`src/rtl/usb_param_reg_bank_if.sv`:
```
// FTDI receive-side bus of the parametrised register bank: byte stream in, live registers and pulses out.
// Read-back port group present only when USB_REG_BANK_RDBK_EN is defined.
interface usb_param_reg_bank_if #(
  parameter int unsigned N_REGS    = 4,
  parameter int unsigned REG_BYTES = 8
);
  localparam int unsigned REGS_W = N_REGS * REG_BYTES * 8;

  logic [7:0]        d;
  logic              d_accepted;
  logic [REGS_W-1:0] regs_q;
  logic [N_REGS-1:0] upd;
  logic              pkt_err;
  logic              busy;
`ifdef USB_REG_BANK_RDBK_EN
  logic [7:0]        rd_byte;
  logic              rd_valid;
  logic              rd_ready;

  modport master (output d, d_accepted, rd_ready,
                  input  regs_q, upd, pkt_err, busy, rd_byte, rd_valid);
  modport slave  (input  d, d_accepted, rd_ready,
                  output regs_q, upd, pkt_err, busy, rd_byte, rd_valid);
`else
  modport master (output d, d_accepted,
                  input  regs_q, upd, pkt_err, busy);
  modport slave  (input  d, d_accepted,
                  output regs_q, upd, pkt_err, busy);
`endif
endinterface

```
`src/rtl/usb_param_reg_bank.sv`:
```
// Parses CTRL/ADDR/DATA packets from the FTDI byte stream into N_REGS shadowed registers,
// committing only well-formed packets. Optional read-back streaming via USB_REG_BANK_RDBK_EN.
module usb_param_reg_bank #(
  parameter int unsigned N_REGS    = 4,
  parameter int unsigned REG_BYTES = 8,
  parameter logic [7:0]  ADDR_BASE = 8'h08
) (
  input logic                 clk_ftdi,
  input logic                 n_rst,
  usb_param_reg_bank_if.slave bus
);
  localparam int unsigned REG_W = REG_BYTES * 8;
  localparam int unsigned IDX_W = (N_REGS > 1) ? $clog2(N_REGS) : 1;
  localparam int unsigned CNT_W = $clog2(REG_BYTES + 2);
  localparam logic [8:0]  ADDR_LO = 9'(ADDR_BASE);
  localparam logic [8:0]  ADDR_HI = 9'(ADDR_BASE) + 9'(N_REGS);

  typedef enum logic [2:0] {IDLE, ADDR, DATA, DROP, RDBK} state_t;

  state_t            state_q;
  logic [7:0]        addr_q;
  logic [CNT_W-1:0]  cnt_q;
  logic [REG_W-1:0]  shadow_q;
  logic [REG_W-1:0]  regs_q [N_REGS];
  logic [N_REGS-1:0] upd_q;
  logic              pkt_err_q;
  logic [7:0]        addr_eff_c;
  logic [7:0]        addr_q_eff_c;
  logic [IDX_W-1:0]  idx_c;
`ifdef USB_REG_BANK_RDBK_EN
  logic [7:0]        rd_byte_q;
  logic              rd_valid_q;
  logic [CNT_W-1:0]  rd_cnt_q;
  logic              rd_drop_q;

  // With read-back enabled bit7 flags a read, so the address proper is the low seven bits.
  assign addr_eff_c   = {1'b0, bus.d[6:0]};
  assign addr_q_eff_c = {1'b0, addr_q[6:0]};

  function automatic logic [7:0] reg_byte(input logic [REG_W-1:0] v, input logic [CNT_W-1:0] k);
    logic [7:0] r;
    r = '0;
    for (int unsigned b = 0; b < REG_BYTES; b++) begin
      if (k == CNT_W'(b)) r = v[REG_W-1-8*b -: 8];
    end
    return r;
  endfunction
`else
  assign addr_eff_c   = bus.d;
  assign addr_q_eff_c = addr_q;
`endif

  // Range check in 9 bits so ADDR_BASE+N_REGS past 255 cannot wrap.
  function automatic logic addr_ok(input logic [7:0] a);
    return ({1'b0, a} >= ADDR_LO) && ({1'b0, a} < ADDR_HI);
  endfunction

  function automatic logic [IDX_W-1:0] addr_idx(input logic [7:0] a);
    return IDX_W'(a - ADDR_BASE);
  endfunction

  assign idx_c = addr_idx(addr_q_eff_c);

  always_ff @(posedge clk_ftdi or negedge n_rst) begin
    if (!n_rst) begin
      state_q   <= IDLE;
      addr_q    <= '0;
      cnt_q     <= '0;
      shadow_q  <= '0;
      upd_q     <= '0;
      pkt_err_q <= 1'b0;
      for (int unsigned i = 0; i < N_REGS; i++) regs_q[i] <= '0;
`ifdef USB_REG_BANK_RDBK_EN
      rd_byte_q  <= '0;
      rd_valid_q <= 1'b0;
      rd_cnt_q   <= '0;
      rd_drop_q  <= 1'b0;
`endif
    end else begin
      upd_q     <= '0;
      pkt_err_q <= 1'b0;
      case (state_q)
        IDLE: begin
          if (bus.d_accepted) state_q <= ADDR;
        end
        ADDR: begin
          addr_q <= bus.d;
          cnt_q  <= '0;
          if (!bus.d_accepted) begin
            state_q   <= IDLE;
            pkt_err_q <= 1'b1;
          end else if (addr_ok(addr_eff_c)) begin
            state_q  <= DATA;
            shadow_q <= regs_q[addr_idx(addr_eff_c)];
          end else begin
            state_q <= DROP;
          end
        end
        DATA: begin
          if (bus.d_accepted) begin
            for (int unsigned b = 0; b < REG_BYTES; b++) begin
              if (cnt_q == CNT_W'(b)) shadow_q[REG_W-1-8*b -: 8] <= bus.d;
            end
            if (cnt_q != CNT_W'(REG_BYTES + 1)) cnt_q <= cnt_q + CNT_W'(1);
`ifdef USB_REG_BANK_RDBK_EN
          end else if (addr_q[7]) begin
            state_q    <= RDBK;
            rd_valid_q <= 1'b1;
            rd_byte_q  <= reg_byte(regs_q[idx_c], '0);
            rd_cnt_q   <= '0;
            rd_drop_q  <= 1'b0;
`endif
          end else begin
            state_q <= IDLE;
            if (cnt_q == CNT_W'(REG_BYTES)) begin
              regs_q[idx_c] <= shadow_q;
              upd_q[idx_c]  <= 1'b1;
            end else begin
              pkt_err_q <= 1'b1;
            end
          end
        end
        DROP: begin
          if (!bus.d_accepted) begin
            state_q   <= IDLE;
            pkt_err_q <= 1'b1;
          end
        end
`ifdef USB_REG_BANK_RDBK_EN
        RDBK: begin
          // A packet arriving mid-stream is discarded and flagged once it ends.
          if (bus.d_accepted) begin
            rd_drop_q <= 1'b1;
          end else if (rd_drop_q) begin
            rd_drop_q <= 1'b0;
            pkt_err_q <= 1'b1;
          end
          if (rd_valid_q && bus.rd_ready) begin
            if (rd_cnt_q == CNT_W'(REG_BYTES - 1)) begin
              rd_valid_q <= 1'b0;
              if (bus.d_accepted) begin
                state_q   <= DROP;
                rd_drop_q <= 1'b0;
              end else begin
                state_q <= IDLE;
              end
            end else begin
              rd_cnt_q  <= rd_cnt_q + CNT_W'(1);
              rd_byte_q <= reg_byte(regs_q[idx_c], rd_cnt_q + CNT_W'(1));
            end
          end
        end
`endif
        default: state_q <= IDLE;
      endcase
    end
  end

  for (genvar i = 0; i < N_REGS; i++) begin : g_flat
    assign bus.regs_q[i*REG_W +: REG_W] = regs_q[i];
  end

  assign bus.upd     = upd_q;
  assign bus.pkt_err = pkt_err_q;
  assign bus.busy    = (state_q != IDLE);
`ifdef USB_REG_BANK_RDBK_EN
  assign bus.rd_byte  = rd_byte_q;
  assign bus.rd_valid = rd_valid_q;
`endif
endmodule
```
`src/flat_wrapper.sv`:
```
// flat-port wrapper written by rule: the top's interface ports become plain ports
module usb_param_reg_bank_flat 
#(
  parameter int unsigned N_REGS    = 4,
  parameter int unsigned REG_BYTES = 8,
  parameter logic [7:0]  ADDR_BASE = 8'h08
)
  (clk_ftdi, n_rst, bus_d, bus_d_accepted, bus_regs_q, bus_upd, bus_pkt_err, bus_busy);
  usb_param_reg_bank_if #(.N_REGS(N_REGS), .REG_BYTES(REG_BYTES)) bus_i ();
  input logic clk_ftdi;
  input logic n_rst;
  input wire logic [$bits(bus_i.d)-1:0] bus_d;
  input wire logic [$bits(bus_i.d_accepted)-1:0] bus_d_accepted;
  output wire logic [$bits(bus_i.regs_q)-1:0] bus_regs_q;
  output wire logic [$bits(bus_i.upd)-1:0] bus_upd;
  output wire logic [$bits(bus_i.pkt_err)-1:0] bus_pkt_err;
  output wire logic [$bits(bus_i.busy)-1:0] bus_busy;
  assign bus_i.d = bus_d;
  assign bus_i.d_accepted = bus_d_accepted;
  assign bus_regs_q = bus_i.regs_q;
  assign bus_upd = bus_i.upd;
  assign bus_pkt_err = bus_i.pkt_err;
  assign bus_busy = bus_i.busy;
  usb_param_reg_bank #(.N_REGS(N_REGS), .REG_BYTES(REG_BYTES), .ADDR_BASE(ADDR_BASE)) u_core (.clk_ftdi(clk_ftdi), .n_rst(n_rst), .bus(bus_i));
endmodule
```
`config.mk`:
```
export PLATFORM = sky130hd
export DESIGN_NAME = usb_param_reg_bank_flat
export DESIGN_NICKNAME = d
export VERILOG_FILES = /design/src/rtl/usb_param_reg_bank_if.sv /design/src/rtl/usb_param_reg_bank.sv /design/src/flat_wrapper.sv
export SDC_FILE = /design/constraint.sdc
export NUM_CORES = 1
export LEC_CHECK = 0
export CAP_MARGIN = 20
export CORE_MARGIN = 8
export CORE_UTILIZATION = 57
export DETAILED_ROUTE_END_ITERATION = 16
export MAX_ROUTING_LAYER = met4
export PLACE_DENSITY = 0.95
export SETUP_SLACK_MARGIN = 0.2
export SYNTH_ARGS = -nofsm -noshare
export SYNTH_HDL_FRONTEND = slang
export SYNTH_SLANG_ARGS = --single-unit
```
`constraint.sdc`:
```
create_clock -name clk_ftdi -period 6.6 [get_ports clk_ftdi]
set_input_delay 1.98 -clock clk_ftdi [delete_from_list [all_inputs] [get_ports clk_ftdi]]
set_output_delay 1.98 -clock clk_ftdi [all_outputs]
set_load 0.01 [all_outputs]
```
==> reports/qor.yml <==
status: "finished clean"
path_class: "primary input to flop"
fin_util: 0.738
first_pass_iters: 5
pin_count: 273
maxCapViolCount: 0
port_buffers: 272
start_util: 0.576
core-area_sq_um: 25800
postLayoutSetupSlackWorst_ns: 2.08
drcViolationCount: 0
cp.arrival_ns: 4.90
fin_tns_setup_ns: 0
gp_congestion: 0.829
fin_skew_ns: 0.0184
worst_r2r_endpoint: "u_core.bus.regs_q[43]"
grt_pass1_wl_um: 65200
track_usage: 0.274
nets: 1325
cts_resized: 0
numClockSinks: 333
die_w_um: 178
r2r_slack_ns: 3.12
cts_root_buffer: "clkbuf_16"
worstMarginPinSlew_ns: 1.12
fin_crit_ns: 4.52
ys_types: 34
cts_htree_levels: 2
post-dp-hpwl_um: 26400
holdBufCountCts: 0
period_share: 0.684
avgSynthCellArea_sq_um: 14.1
crit_required_ns: 6.99
hold_viol_final: 0
relSlewSlack: 0.256
clk_path_buf_depth: 3
synthesis.nets: 1073
antenna_found_initial: 0
hold_end: "u_core.bus.regs_q[185]"
total_power_mw: 4.35
vias_per_cell: 6.13
first_global_vias: 11000
die_area_sq_um: 31500
post_cts_buffers: 0
num_antenna_cells: 0
syn_inst: 1058
antenna_left: 0
grt_max_degree: 158
row_count: 59
setup_viol: 0
synth-warning-count: 0
worstHoldStart: "u_core.bus.regs_q[185]"
p_per_area_nw_per_um2: 228
rr_startpoint: "u_core.state_q[0]"
hold_path.class: "flop to flop"
grt-ovfl-total: 0
cts_tree: "built"
min_path_cells: 1
rsz0062_at_grt: "no"
netlist_area_sq_um: 14900
cts_buffers: 36
power.leakage_nw: 9.03
wirelength_um: 42500
max_freq_ghz: 0.221
ys_seq_elements: 333
dr.first_iter.drc_count: 799
wl_per_cell_um: 25.5
clkTransAtPathRegs_ns: 0.06
drive_gt1_frac: 0.341
critPathLaunchType: "primary input"
syn_to_final_growth_pct: 28.2
ff2ff_path_depth: 5
fillCellCount: 1687
die_y_um: 178
clk_latency_ns: 0.51
cp_max_fo: 43
seq_area_frac_synth: 0.560
vias: 10200
slew_viol_final: 0
place_ws_ns: 1.60
end_kind: "flop"
vdd_drop_max_mv: 0.162
[routing by layer]
layer,vias up,routed length [um],track usage
li1,4393,-,-
met1,5332,16900,0.335
met2,384,20700,0.439
met3,106,3060,0.0589
met4,0,1870,0.117
met5,-,0,-
[synth_stat cells, drive strengths merged]
cell type	instances	area [sq um]
or4	1	7.51
nand2b	10	62.6
a211oi	9	67.6
nor3	9	45.0
a21oi	1	5.00
nor4b	1	8.76
or2	1	6.26
nand3	49	245
nand3b	3	22.5
inv	8	30.0
nor4	1	6.26
buf	37	178
xor2	1	8.76
dfrtp	333	8330
and3	1	6.26
a21boi	9	158
o22ai	16	100
mux2i	59	591
nor4bb	1	10.0
a31o	1	8.76
mux2	369	4160
or4b	1	10.0
and2	2	12.5
o21ai	9	45.0
nor2b	10	62.6
clkbuf	32	120
nand2	23	86.3
o211ai	48	360
a221oi	8	70.1
nor2	1	3.75
ha	4	50.1
[stage by stage]
stage	hold slack (ns)	std cells	instance area, sq um
after CTS	0.522	1667	19100
final	0.521	1667	19100
after floorplan	0.505	1058	14900
after global routing	0.542	1667	19100
after detailed placement	0.509	1607	17900
after global placement	0.506	1607	17900
[worst max path at each step]
stage,from,endpoint,slack [ns],depth (start not counted)
6_report,bus_d_accepted,u_core.bus.regs_q[43],2.08,5
5_1_grt,bus_d_accepted,u_core.bus.regs_q[23],1.92,5
4_1_cts,bus_d_accepted,u_core.bus.regs_q[43],2.12,5
3_5_place_dp,bus_d_accepted,u_core.bus.regs_q[38],1.60,5
3_3_place_gp,bus_d_accepted,u_core.bus.regs_q[44],1.72,5
2_1_floorplan,bus_d[5],u_core.shadow_q[32],2.75,5
[cells in the final DEF, fill, tap and decap left out, types with 16 or more instances in the layout]
cell type / n
mux2_2: 369
nand2_1: 21
clkdlybuf4s50_1: 269
o211ai_1: 48
mux2i_1: 59
clkbuf_16: 37
nand3_1: 48
dfrtp_1: 333
o22ai_1: 16
[power by group]
part	total [mW]	internal (mW)	leakage [nW]	switching [mW]
clock	2.01	1.23	0.589	0.787
combinational	0.216	0.0737	3.81	0.143
sequential	2.12	2.08	4.63	0.0469
[sequential cells by signal, summed over array words and instances, names as in the netlist]
| name | count |
|---|---|
| u_core.bus.regs_q | 256 |
| u_core.shadow_q | 64 |
| u_core.bus.upd | 4 |
| u_core.cnt_q | 4 |
| u_core.addr_q | 2 |
| u_core.state_q | 2 |
| u_core.bus.pkt_err | 1 |
[cell type report]
| cell class | instances | area (sq um) | area share |
|---|---|---|---|
| well taps | 335 | 419 | 0.0220 |
| clock inverters | 10 | 125 | 0.00656 |
| clock buffers | 50 | 1050 | 0.0553 |
| inverters | 8 | 30.0 | 0.00158 |
| repair buffers | 283 | 2840 | 0.149 |
| flip-flops and latches | 333 | 8330 | 0.437 |
| multi-input cells | 648 | 6260 | 0.328 |
[cells by family after synthesis]
logic type,after synthesis,share of synthesized area
compound gates,101,0.0548
flops,333,0.560
fa+ha+maj,4,0.00336
buf+inv,77,0.0220
mux,428,0.319
simple gates,114,0.0400
xor+xnor,1,0.000589
[worst max-delay path, cell delays in order]
cell             delay (ns)
clkdlybuf4s50_1        0.67
nor4_1                 0.66
nor2b_4                0.82
buf_12                 0.36
mux2_2                 0.38
No activity file was read; power rests on OpenSTA's default activity.
==> patch 1, RTL diff (same settings) <==
`N_REGS` is set to 4 in 3 places; all go to 8.
--- a/src/rtl/usb_param_reg_bank_if.sv
+++ b/src/rtl/usb_param_reg_bank_if.sv
@@ -1,7 +1,7 @@
 // FTDI receive-side bus of the parametrised register bank: byte stream in, live registers and pulses out.
 // Read-back port group present only when USB_REG_BANK_RDBK_EN is defined.
 interface usb_param_reg_bank_if #(
-  parameter int unsigned N_REGS    = 4,
+  parameter int unsigned N_REGS    = 8,
   parameter int unsigned REG_BYTES = 8
 );
   localparam int unsigned REGS_W = N_REGS * REG_BYTES * 8;
--- a/src/rtl/usb_param_reg_bank.sv
+++ b/src/rtl/usb_param_reg_bank.sv
@@ -1,7 +1,7 @@
 // Parses CTRL/ADDR/DATA packets from the FTDI byte stream into N_REGS shadowed registers,
 // committing only well-formed packets. Optional read-back streaming via USB_REG_BANK_RDBK_EN.
 module usb_param_reg_bank #(
-  parameter int unsigned N_REGS    = 4,
+  parameter int unsigned N_REGS    = 8,
   parameter int unsigned REG_BYTES = 8,
   parameter logic [7:0]  ADDR_BASE = 8'h08
 ) (
--- a/src/flat_wrapper.sv
+++ b/src/flat_wrapper.sv
@@ -1,7 +1,7 @@
 // flat-port wrapper written by rule: the top's interface ports become plain ports
 module usb_param_reg_bank_flat 
 #(
-  parameter int unsigned N_REGS    = 4,
+  parameter int unsigned N_REGS    = 8,
   parameter int unsigned REG_BYTES = 8,
   parameter logic [7:0]  ADDR_BASE = 8'h08
 )
Ports: changed (resized bus_regs_q and bus_upd); port bits go from 273 to 533. The function was not compared with the original's and may differ.
==> patch 1 against the original RTL <==
  * Count of clock-buffer cells in the layout up 30
  * Non-clock buffer count up 279
  * Die area up 70%
  * Combinational power up 76%
  * Sequential cell count up 261
  * Wire length up 110%
  * Setup slack better by 13 ps
  * Total power up 81%
  * Cell area up 80%
  * Synthesized area up 78%
  * Largest cell class unchanged
==> patch 1: results (changes against the original RTL) <==
| Metric | Value |
|---|---|
| Share of layout cells above drive strength 1 | `35.39% (was 34.08%)` |
| Via count | `18277 (was 10215)` |
| Status | `complete, no violations (unchanged)` |
| CTS buffer count | `58 (was 36)` |
| Synth cell types | `41 (was 34)` |
| Synth top area share | `56.14% (was 56.02%)` |
| Slowest CP cell | `nor4b_2 (was nor2b_4)` |
| Met2 WL | `44050 um (was 20710 um)` |
| Number of global-route vias before repair | `19854 (was 11007)` |
| First-pass GRT wire length | `132000 um (was 65210 um)` |
| Post-DP HPWL | `56690 um (was 26380 um)` |
| Critical Path AT | `4990 ps (was 4900 ps)` |
| Worst-Margin Slew | `1106 ps (was 1116 ps)` |
| Met3 Track Usage GR | `9.243% (was 5.894%)` |
| WL/cell | `31.47 um (was 25.52 um)` |
| Delay of the slowest critical-path stage | `760 ps (was 820 ps)` |
| Worst reg2reg endpoint | `u_core.shadow_q[51] (was u_core.bus.regs_q[43])` |
| Largest net degree at the start of global routing | `129 (was 158)` |
| Total Routing Usage GR | `33.74% (was 27.43%)` |
| Flop2flop setup slack | `3280 ps (was 3120 ps)` |
| Met2 Usage GRT | `53.93% (was 43.86%)` |
| Initial detailed-routing violation count | `1634 (was 799)` |
| Port bufs | `532 (was 272)` |
| Met3 WL | `8556 um (was 3063 um)` |
| Worst r2r path cells | `4 (was 5)` |
| Leakage power | `16.11 nW (was 9.033 nW)` |
| Combinational power share | `4.8% (was 5.0%)` |
| Register area share after synthesis | `56.14% (was 56.02%)` |
| Met1 wire length | `32020 um (was 16900 um)` |
| Clock insertion delay at the later pin of the skew report | `620 ps (was 510 ps)` |
| Initial antenna violation count | `2 (was 0)` |
| Top cells by count, synth | `594 x dfrtp_1, 518 x mux2_2, 112 x mux4_2, 62 x mux2_1, 50 x buf_2 (was 369 x mux2_2, 333 x dfrtp_1, 59 x mux2i_1, 49 x nand3_1, 48 x o211ai_1)` |
| Crit Path Max Fanout | `35 (was 43)` |
| Routability cong. | `0.8449 (was 0.8291)` |
| CP endpoint | `u_core.bus.regs_q[500] (was u_core.bus.regs_q[43])` |
| Largest register FFs | `512 (was 256)` |
| Synthesized Nets | `1686 (was 1073)` |
| Clk pwr share | `46.0% (was 46.3%)` |
| Final Skew | `16.79 ps (was 18.38 ps)` |
| Global routing usage on met1 | `39.31% (was 33.46%)` |
| Nets | `2192 (was 1325)` |
| Area contributors post-synth | `dfrtp_1 56%, mux2_2 22%, mux4_2 9.5% (was dfrtp_1 56%, mux2_2 28%, mux2i_1 4.0%)` |
-- patch 1: cell types whose count changed after synthesis, sizes merged, moves of 43 or more --
cell	before	now
dfrtp	333	594
o211ai	48	0
mux2	369	580
buf	37	84
nand3	49	6
mux4	0	112
a21oi	1	47
-- patch 1: worst min-delay path by stage --
stage                              to  cells after the start
5_1_grt        u_core.bus.regs_q[299]                      1
4_1_cts        u_core.bus.regs_q[172]                      1
2_1_floorplan        u_core.addr_q[0]                      1
3_5_place_dp   u_core.bus.regs_q[284]                      1
3_3_place_gp   u_core.bus.regs_q[186]                      1
6_report       u_core.bus.regs_q[172]                      1
-- patch 1: stage by stage --
stage | power (mW) | util [%] | std cells | setup slack [ps] | cell area (sq um)
final | 7.886 | 74.55 | 2833 | 2096 | 34410
after global routing | 8.088 | 74.55 | 2833 | 2003 | 34410
after CTS | 7.899 | 74.49 | 2829 | 2179 | 34380
after detailed placement | 4.300 | 69.95 | 2722 | 1588 | 32290
after global placement | 4.271 | 69.92 | 2721 | 1601 | 32280
after floorplan | 4.077 | - | 1671 | 2844 | 26480
-- patch 1: layout make-up --
class	instances	area, sq um
Sequential cell	594	14860
Fill cell	2571	11750
Multi-Input combinational cell	955	11030
Timing Repair Buffer	562	5635
Clock buffer	80	1665
Tap cell	607	759.5
Clock inverter	27	429.2
Inverter	6	22.52
Antenna cell	2	5.005
-- patch 1: cell families (layout without fill, tap and decap cells) --
family	count (synthesis)	after routing	synth area share, %
adder cells (fa/ha/maj)	4	4	0.1890
buffers and inverters	122	675	2.505
AO/OA/AOI/OAI	106	106	2.736
other	0	2	0
flip-flops	594	594	56.14
multiplexers	738	738	35.94
XOR/XNOR	2	2	0.06617
AND/OR/NAND/NOR	105	105	2.424
==> patch 2, RTL diff (same flow settings) <==
Made on the original files. One comparison of `cnt_q` changes from == to >=.
--- a/src/rtl/usb_param_reg_bank.sv
+++ b/src/rtl/usb_param_reg_bank.sv
@@ -112,7 +112,7 @@
 `endif
           end else begin
             state_q <= IDLE;
-            if (cnt_q == CNT_W'(REG_BYTES)) begin
+            if (cnt_q >= CNT_W'(REG_BYTES)) begin
               regs_q[idx_c] <= shadow_q;
               upd_q[idx_c]  <= 1'b1;
             end else begin
Check against the original RTL: no difference found for any inputs over 4 cycles, from zero or initial values and one cycle with n_rst low; that may be too few to reach the edited logic, so the function may still have changed.
==> patch 2 against the original RTL <==
  * Wire length up 2.7%
  * Clock skew up 7.1 ps
  * Global-route usage down 0.44 points
  * Synthesized area up 3.3%
  * Cell area up 1.8%
  * Sequential power about the same
  * Count of clock-buffer cells in the layout down 4
  * Setup slack better by 98 ps
  * Total power about the same
  * Sequential cell count unchanged
  * Register-to-register slack better by 680 ps
  * Hold slack better by 7.0 ps
  * First-iteration DRC count down 3.9%
  * Critical path type unchanged
  * Highest routed layer unchanged
==> patch 2: results (changes against the original RTL) <==
| Metric | Value |
|---|---|
| CTS buffer count | `35 (was 36)` |
| Final worst slack | `2182 ps (was 2083 ps)` |
| Status | `complete, no violations (unchanged)` |
| Max_slew headroom | `26.65% (was 25.59%)` |
| Leakage power | `9.246 nW (was 9.033 nW)` |
| Critical Path AT | `4800 ps (was 4900 ps)` |
| Final Skew | `25.46 ps (was 18.38 ps)` |
| Via count | `10312 (was 10215)` |
| Synthesized Nets | `1076 (was 1073)` |
| FILL cells | `1643 (was 1687)` |
| Worst r2r src | `u_core.state_q[1] (was u_core.state_q[0])` |
| N_diodes | `0 (unchanged)` |
| Post-DP HPWL | `27510 um (was 26380 um)` |
| Post-route insts no fill | `1680 (was 1667)` |
| Maximum vdd drop | `0.1877 mV (was 0.1621 mV)` |
| Worst reg2reg endpoint | `u_core.shadow_q[5] (was u_core.bus.regs_q[43])` |
| Post-place setup slack | `1686 ps (was 1603 ps)` |
| Routed WL | `43700 um (was 42540 um)` |
| Worst r2r path cells | `4 (was 5)` |
| Slowest CP cell | `and2b_4 (was nor2b_4)` |
| Crit Path Max Fanout | `42 (was 43)` |
| Post-Syn Area | `15370 sq um (was 14880 sq um)` |
| Avg Cell Area, Syn | `14.49 sq um (was 14.06 sq um)` |
| Routability cong. | `0.8364 (was 0.8291)` |
| Top cells by count, synth | `333 x dfrtp_1, 287 x mux2_2, 74 x mux2_4, 58 x mux2i_1 (was 369 x mux2_2, 333 x dfrtp_1, 59 x mux2i_1, 49 x nand3_1, 48 x o211ai_1)` |
| Flop2flop setup slack | `3800 ps (was 3120 ps)` |
| Largest net degree at the start of global routing | `134 (was 158)` |
| Placed insts | `1619 (was 1607)` |
| Hold EP | `u_core.bus.regs_q[80] (was u_core.bus.regs_q[185])` |
| Nets | `1330 (was 1325)` |
| Number of global-route vias before repair | `11320 (was 11007)` |
| Area contributors post-synth | `dfrtp_1 54%, mux2_2 21%, mux2_4 7.2% (was dfrtp_1 56%, mux2_2 28%, mux2i_1 4.0%)` |
| Delay of the slowest critical-path stage | `710 ps (was 820 ps)` |
| First-pass GRT wire length | `67660 um (was 65210 um)` |
[patch 2: power breakdown]
part / switching [mW] / internal, mW / total (mW)
Sequential: 0.0479 / 2.07 / 2.12
Clock: 0.821 / 1.18 / 2.00
Combinational: 0.144 / 0.0781 / 0.222
Total: 1.01 / 3.34 / 4.35
[patch 2: per-stage QoR]
stage / hold WS, ps / util, % / area, sq um
after floorplan: 495.2 / - / 15370
after global placement: 507.9 / 68.22 / 18230
after detailed placement: 516.8 / 68.22 / 18230
after CTS: 530.9 / 72.60 / 19400
after global routing: 546.6 / 72.60 / 19400
final: 527.8 / 72.60 / 19400
[patch 2: logic make-up after synthesis]
| kind of cell | synth area share (%) |
|---|---|
| AND/OR/NAND/NOR | 4.338 |
| multiplexers | 32.54 |
| XOR/XNOR | 0.05699 |
| flip-flops | 54.21 |
| AO/OA/AOI/OAI | 5.299 |
| adder cells (fa/ha/maj) | 0.3256 |
| buffers and inverters | 3.231 |
[patch 2: routing by layer]
layer	vias to the layer above	track usage [%]	wire (um)
met5	-	-	0
met4	0	11.44	1778
met3	108	5.343	2515
met2	373	44.09	21560
met1	5446	32.46	17840
li1	4385	-	-
[patch 2: cell type report]
class                      instances  area (sq um)  share of cell area [%]
clock buffer                      46         988.4                   5.094
clock inverter                    15         182.7                  0.9415
inverter                          10         37.54                  0.1935
multi-input combinational        650          6575                   33.89
sequential                       333          8333                   42.95
tap                              341         426.7                   2.199
timing repair buffer             285          2859                   14.74
[patch 2: how the worst max path moves through the flow]
stage,end,cells after the start
global route,u_core.bus.regs_q[31],6
global placement,u_core.bus.regs_q[30],6
detailed placement,u_core.bus.regs_q[31],6
floorplan,u_core.bus.regs_q[29],6
finish,u_core.bus.regs_q[31],6
CTS,u_core.bus.regs_q[31],6
